<file path="src/rtl/fetch_queue_if.sv">
// Fetch-to-decode handshake bundle for fetch_queue.
// slave is the queue side; master is the fetch/decode side.
interface fetch_queue_if #(
  parameter int DEPTH = 2,
  parameter int XLEN  = 32
);
  localparam int CW = $clog2(DEPTH) + 1;

  logic            flush_i;
  logic            in_valid_i;
  logic            in_ready_o;
  logic [XLEN-1:0] in_pc_i;
  logic [XLEN-1:0] in_instr_i;
  logic            out_valid_o;
  logic            out_ready_i;
  logic [XLEN-1:0] out_pc_o;
  logic [XLEN-1:0] out_instr_o;
  logic [CW-1:0]   count_o;

  modport slave (
    input  flush_i, in_valid_i, in_pc_i, in_instr_i, out_ready_i,
    output in_ready_o, out_valid_o, out_pc_o, out_instr_o, count_o
  );

  modport master (
    output flush_i, in_valid_i, in_pc_i, in_instr_i, out_ready_i,
    input  in_ready_o, out_valid_o, out_pc_o, out_instr_o, count_o
  );
endinterface

</file>
<file path="src/rtl/fetch_queue.sv">
// Circular {pc, instr} FIFO between fetch and decode. No fall-through:
// outputs come only from registered state; flush empties on the next edge.
module fetch_queue #(
  parameter int DEPTH = 2,
  parameter int XLEN  = 32
) (
  input  logic          clk_i,
  input  logic          rst_ni,
  fetch_queue_if.slave  q
);
  localparam int AW = $clog2(DEPTH);
  localparam int CW = AW + 1;
  localparam logic [XLEN-1:0] NOP = XLEN'(32'h0000_0013);

  typedef struct packed {
    logic [XLEN-1:0] pc;
    logic [XLEN-1:0] instr;
  } entry_t;

  entry_t [DEPTH-1:0] mem;
  logic [AW-1:0]      wr_ptr, rd_ptr;
  logic [CW-1:0]      count;
  logic               in_ready, out_valid, push, pop;

  assign in_ready  = (count != CW'(DEPTH));
  assign out_valid = (count != '0);
  assign push      = q.in_valid_i  && in_ready  && !q.flush_i;
  assign pop       = q.out_ready_i && out_valid && !q.flush_i;

  always_ff @(posedge clk_i or negedge rst_ni) begin
    if (!rst_ni) begin
      wr_ptr <= '0;
      rd_ptr <= '0;
      count  <= '0;
    end else if (q.flush_i) begin
      wr_ptr <= '0;
      rd_ptr <= '0;
      count  <= '0;
    end else begin
      if (push) wr_ptr <= wr_ptr + AW'(1);
      if (pop)  rd_ptr <= rd_ptr + AW'(1);
      case ({push, pop})
        2'b10:   count <= count + CW'(1);
        2'b01:   count <= count - CW'(1);
        default: count <= count;
      endcase
    end
  end

  // Storage is intentionally unreset; validity is tracked by count alone.
  always_ff @(posedge clk_i) begin
    if (push) mem[wr_ptr] <= '{pc: q.in_pc_i, instr: q.in_instr_i};
  end

  assign q.in_ready_o  = in_ready;
  assign q.out_valid_o = out_valid;
  assign q.out_pc_o    = out_valid ? mem[rd_ptr].pc    : '0;
  assign q.out_instr_o = out_valid ? mem[rd_ptr].instr : NOP;
  assign q.count_o     = count;
endmodule

</file>
<file path="src/flat_wrapper.sv">
// flat-port wrapper written by rule: the top's interface ports become plain ports
module fetch_queue_flat 
#(
  parameter int DEPTH = 2,
  parameter int XLEN  = 32
)
  (clk_i, rst_ni, q_flush_i, q_in_valid_i, q_in_pc_i, q_in_instr_i, q_out_ready_i, q_in_ready_o, q_out_valid_o, q_out_pc_o, q_out_instr_o, q_count_o);
  fetch_queue_if #(.DEPTH(DEPTH), .XLEN(XLEN)) q_i ();
  input  logic clk_i;
  input  logic rst_ni;
  input wire logic [$bits(q_i.flush_i)-1:0] q_flush_i;
  input wire logic [$bits(q_i.in_valid_i)-1:0] q_in_valid_i;
  input wire logic [$bits(q_i.in_pc_i)-1:0] q_in_pc_i;
  input wire logic [$bits(q_i.in_instr_i)-1:0] q_in_instr_i;
  input wire logic [$bits(q_i.out_ready_i)-1:0] q_out_ready_i;
  output wire logic [$bits(q_i.in_ready_o)-1:0] q_in_ready_o;
  output wire logic [$bits(q_i.out_valid_o)-1:0] q_out_valid_o;
  output wire logic [$bits(q_i.out_pc_o)-1:0] q_out_pc_o;
  output wire logic [$bits(q_i.out_instr_o)-1:0] q_out_instr_o;
  output wire logic [$bits(q_i.count_o)-1:0] q_count_o;
  assign q_i.flush_i = q_flush_i;
  assign q_i.in_valid_i = q_in_valid_i;
  assign q_i.in_pc_i = q_in_pc_i;
  assign q_i.in_instr_i = q_in_instr_i;
  assign q_i.out_ready_i = q_out_ready_i;
  assign q_in_ready_o = q_i.in_ready_o;
  assign q_out_valid_o = q_i.out_valid_o;
  assign q_out_pc_o = q_i.out_pc_o;
  assign q_out_instr_o = q_i.out_instr_o;
  assign q_count_o = q_i.count_o;
  fetch_queue #(.DEPTH(DEPTH), .XLEN(XLEN)) u_core (.clk_i(clk_i), .rst_ni(rst_ni), .q(q_i));
endmodule
</file>
<file path="config.mk">
export PLATFORM = sky130hd
export DESIGN_NAME = fetch_queue_flat
export DESIGN_NICKNAME = d
export VERILOG_FILES = /design/src/rtl/fetch_queue_if.sv /design/src/rtl/fetch_queue.sv /design/src/flat_wrapper.sv
export SDC_FILE = /design/constraint.sdc
export NUM_CORES = 1
export LEC_CHECK = 0
export ABC_AREA = 1
export BUFFER_PORTS_ARGS = -buffer_cell sky130_fd_sc_hd__clkbuf_2
export CAP_MARGIN = 0
export CORE_ASPECT_RATIO = 1.2
export CORE_MARGIN = 5
export CORE_UTILIZATION = 45
export CTS_CLUSTER_SIZE = 25
export DETAILED_ROUTE_END_ITERATION = 16
export GPL_TIMING_DRIVEN = 0
export PLACE_DENSITY = 0.66
export REMOVE_ABC_BUFFERS = 1
export SLEW_MARGIN = 30
export SYNTH_ARGS = -nofsm -noshare
export SYNTH_HDL_FRONTEND = slang
export SYNTH_SLANG_ARGS = --single-unit
</file>
<file path="constraint.sdc">
create_clock -name clk_i -period 14.5 [get_ports clk_i]
set_input_delay 2.175 -clock clk_i [delete_from_list [all_inputs] [get_ports clk_i]]
set_output_delay 2.175 -clock clk_i [all_outputs]
set_load 0.05 [all_outputs]
</file>
Word level (Yosys, flattened, before mapping)
Cells that the tools add are included.

cells by class
  equality and inequality tests = 3
  multiplexer cells = 13
  order comparisons = 3
  add/sub/neg operators = 4
  reductions and logical operators = 10

operators by type and width
  kind                                                                          number
  64-bit two-way mux                                                            3
  128-bit bitwise mux                                                           1
  64-bit demux with 1-bit select                                                1
  32-bit two-way mux                                                            2
  2-bit nonzero test                                                            3
  1-bit logical AND                                                             5
  1-bit by 2-bit less-than comparator with 1-bit output, second input constant  2
  1-bit two-way mux                                                             4
  2-bit one-hot mux with 2 select lines                                         1
  3-bit nonzero test                                                            1
  1-bit adder, second input constant                                            2
  2-bit by 1-bit adder with 2-bit output, second input constant                 1
  2-bit by 1-bit equality test with 1-bit output, second input constant         1
  2-bit equality test, second input constant                                    1
  2-bit two-way mux                                                             1
  2-bit inequality test, second input constant                                  1
  2-bit by 1-bit subtractor with 2-bit output, second input constant            1
  1-bit greater-or-equal comparator, second input constant                      1
  1-bit zero test                                                               1

storage, ports and cells
  word-level logic and storage cells = 40
  output and inout bits = 68
  bits of input ports = 69
  register bits after elaboration = 132

Longest topological paths before layout
  depth in word-level cells = 6
  depth in mapped cells = 9

Worst setup path before layout
Ideal clock, no wire load.

  path type = input-to-reg
  start = in q_flush_i
  end = reg u_core.mem[100] (netlist name) (enable)
  required time = 13.935 ns
  path buffers = 0
  slack = 7.295 ns
  stages on the path = 1
  arrival time = 6.639 ns
  cells stage by stage = nor3_1

between the ends
  word-level cells in the longest chain between the ends = 2

RTL lines
  element                          line                RTL
  from (decl)                      flat_wrapper.sv:11  input wire logic [$bits(q_i.flush_i)-1:0] q_flush_i;
  1-bit zero test                  fetch_queue.sv:27   assign push = q.in_valid_i && in_ready && !q.flush_i;
  1-bit logical AND                fetch_queue.sv:27
  to (signal, indexed assignment)  fetch_queue.sv:52   if (push) mem[wr_ptr] <= '{pc: q.in_pc_i, instr: q.in_instr_i};
  to (decl)                        fetch_queue.sv:20   entry_t [DEPTH-1:0] mem;

No other way between the ends.
A chain may end at the register's enable or synchronous reset.

Final worst setup path
  start = reg u_core.rd_ptr
  end = out q_out_instr_o[16]

between the ends
  word-level cells in the longest chain between the ends = 3

RTL lines
  element                          line                RTL
  from (decl)                      fetch_queue.sv:21   logic [AW-1:0] wr_ptr, rd_ptr;
  from (signal assigned)           fetch_queue.sv:41   if (pop) rd_ptr <= rd_ptr + AW'(1);
  64-bit two-way mux (2 in a row)  --
  32-bit two-way mux               fetch_queue.sv:58   assign q.out_instr_o = out_valid ? mem[rd_ptr].instr : NOP;
  to (decl)                        flat_wrapper.sv:19  output wire logic [$bits(q_i.out_instr_o)-1:0] q_out_instr_o;

No other way between the ends. The select of a mux whose other input is x is not followed.

==> run summary <==
Critical path class - reg -> out
Io pins - 137
Antenna violations before repair - 1
Post-CTS Hold Buffers - 0
Routed WL - 11000 um
# nets final - 600
Post-DR wirelength/cell - 16.3 um
Cell accounting for the most synthesized area - edfxtp_1
Tcrit/Tclk final - 31.8%
Worst Clk Skew - 0.0108 ns
Post-synth top area share - 76.7%
Crit path launch type - flop
Yosys warns - 0
Global-route wire length before repair - 17400 um
Slew Viols, Final - 0
Yosys cell types - 16
Setup Fix Bufs, Post-CTS - 0
Endpoints failing hold - 0
LEAKAGE - 0.00265 uW
DR iter-0 viols - 189
GRT Total Usage - 16.9%
Hold Slack - 0.620 ns
CP Capture Type - output port
Starting Density - 45.6%
Top FF cell, synth - edfxtp_1
Core area - 11000 um^2
Final setup violation count - 0
Max Clk Rate - 0.217 GHz
Power Density - 225 nW/um^2
Comb power frac - 40.5%
Hpwl dp - 7260 um
TritonCTS clock tree - yes
Slew Limit Headroom - 70.6%
H-tree Lvls - 4
Syn Area/Cell - 13.1 um^2
DIE WIDTH - 106 um
Critical Path RT - 12.32 ns
Switching pwr - 633 uW
Cell Area, Synth - 5010 um^2
Area Growth Syn to Fin - 30.0%
Switch share - 43.2%
DR pass1 iterations - 5
Synthesized flop and latch total - 132
PostCTS Resize Cnt - 0
VDD IR max - 0.100 mV
Cts bufs inserted - 17
Vias - 3364
Register area - 3950 um^2
DRT antenna net count - 0
P_int - 832 uW
Clk pwr share - 26.9%
Crit path max fanout - 34
Drt via density - 4.98
Design Power - 1470 uW
WP data arrival - 2.44 ns
# diodes - 0
Synth async-reset ratio - 3.03%
Outcome - finished, final reports clean
Gr ovfl total - 0
Tmin final - 4.61 ns
Cells after Synth - 382
Die outline area - 13400 um^2
Clk slew on worst S/H paths - 0.05 ns
Clk sinks - 132
Largest cells by area after synthesis - edfxtp_1 (77%), nand2_1 (11%), a21oi_1 (6.2%), dfrtp_1 (2.0%), buf_2 (1.8%)
DRC Markers - 0
Seq/Total Area, Yosys - 78.7%
GP Congestion - 0.732
Port Buffers - 136
Multi-input gate area - 946 um^2
Most frequent cell after synthesis - nand2_1
Clk_lat worst skew - 0.40 ns
Maxcap violations - 0
Vias in the first global route - 3495
Site row count - 42
Worst min path class - reg -> reg
CTS root buf - clkbuf_16
Share of layout cells above drive strength 1 - 34.3%
Post-synth EDFFs - 128
Fill cells - 866
RSZ-0062 raised after global routing - false
Clock Tree Buf Depth - 2
Synth cell count leaders - nand2_1 (143), edfxtp_1 (128), a21oi_1 (62), buf_2 (18), inv_1 (7)
Worst slew pin tran - 0.441 ns
Chip Height - 126 um
Largest net degree at the start of global routing - 35
Post-route setup TNS - 0 ns
Sequential power share - 32.5%
[area by class of cell]
cell class / instances / area share [%]
flip-flops and latches: 132 / 60.6
multi-input cells: 221 / 14.5
repair buffers: 150 / 13.3
clock buffers: 19 / 6.65
well taps: 132 / 2.54
clock inverters: 12 / 1.77
inverters: 9 / 0.596
[power groups by stage]
stage | clock (uW) | combinational (uW) | sequential, uW
floorplan | 0 | 412 | 493
finish | 394 | 594 | 477
global route | 425 | 627 | 479
global placement | 0 | 563 | 494
CTS | 403 | 602 | 477
detailed placement | 0 | 601 | 485
[sequential cells by signal (all words and copies together) (netlist names)]
name              count
u_core.mem          128
u_core.q.count_o      2
u_core.rd_ptr         1
u_core.wr_ptr         1
[kinds of logic (layout without fill, tap and decap cells)]
kind of cell | Yosys count | in the layout | share of synthesized area, %
AND/OR/NAND/NOR | 156 | 156 | 12.1
flip-flops | 132 | 132 | 78.7
AO/OA/AOI/OAI | 65 | 65 | 6.57
buffers and inverters | 29 | 190 | 2.62
[through the flow]
stage / std cells / cell area (um^2) / worst slack (ns) / utilization, %
final: 675 / 6510 / 9.89 / 59.3
after floorplan: 362 / 4910 / 7.30 / -
after detailed placement: 644 / 5960 / 10.25 / 54.3
after global placement: 630 / 5760 / 4.63 / 52.4
after CTS: 675 / 6510 / 9.81 / 59.3
after global routing: 675 / 6510 / 9.74 / 59.3
[path summary, 6_finish.rpt]
kind / slack [ns] / startpoint / cells past startpoint / to
worst max register to register: 12.52 / u_core.q.count_o[0]$_DFFE_PN0P_ / 7 / u_core.mem[125]$_DFFE_PP_
worst min register to register: 0.62 / u_core.wr_ptr$_DFFE_PN0P_ / 2 / u_core.wr_ptr$_DFFE_PN0P_
max in group asynchronous: 12.79 / rst_ni / 1 / u_core.rd_ptr$_DFFE_PN0P_
worst min-delay path: 0.62 / u_core.wr_ptr$_DFFE_PN0P_ / 2 / u_core.wr_ptr$_DFFE_PN0P_
min in group asynchronous: 1.57 / rst_ni / 1 / u_core.q.count_o[1]$_DFFE_PN0P_
worst max-delay path: 9.89 / u_core.rd_ptr$_DFFE_PN0P_ / 6 / q_out_instr_o[16]
[metal layers]
metal | part of all wire [%] | global-route usage (%)
met1 | 40 | 18.4
met2 | 53 | 29.9
met3 | 5.2 | 5.26
met4 | 2.1 | 7.39
met5 | 0.063 | 0
[cell usage in the layout (no fill, tap or decap), drive strengths merged]
master,Yosys,layout
nor3,1,1
nand2,146,146
clkinvlp,0,4
nor2,3,3
inv,9,9
clkbuf,2,155
clkinv,0,6
o21ai,2,2
bufinv,0,2
nand3b,1,1
nand3,5,5
edfxtp,128,128
buf,18,14
a21oi,63,63
dfrtp,4,4
[critical path: stages (launching register included)]
cell,delay [ns]
dfrtp_4,0.65
buf_12,0.25
inv_4,0.31
buf_12,0.26
nand2_1,0.07
a21oi_1,0.17
clkbuf_2,0.31
Power figures use the tool's default switching activity.
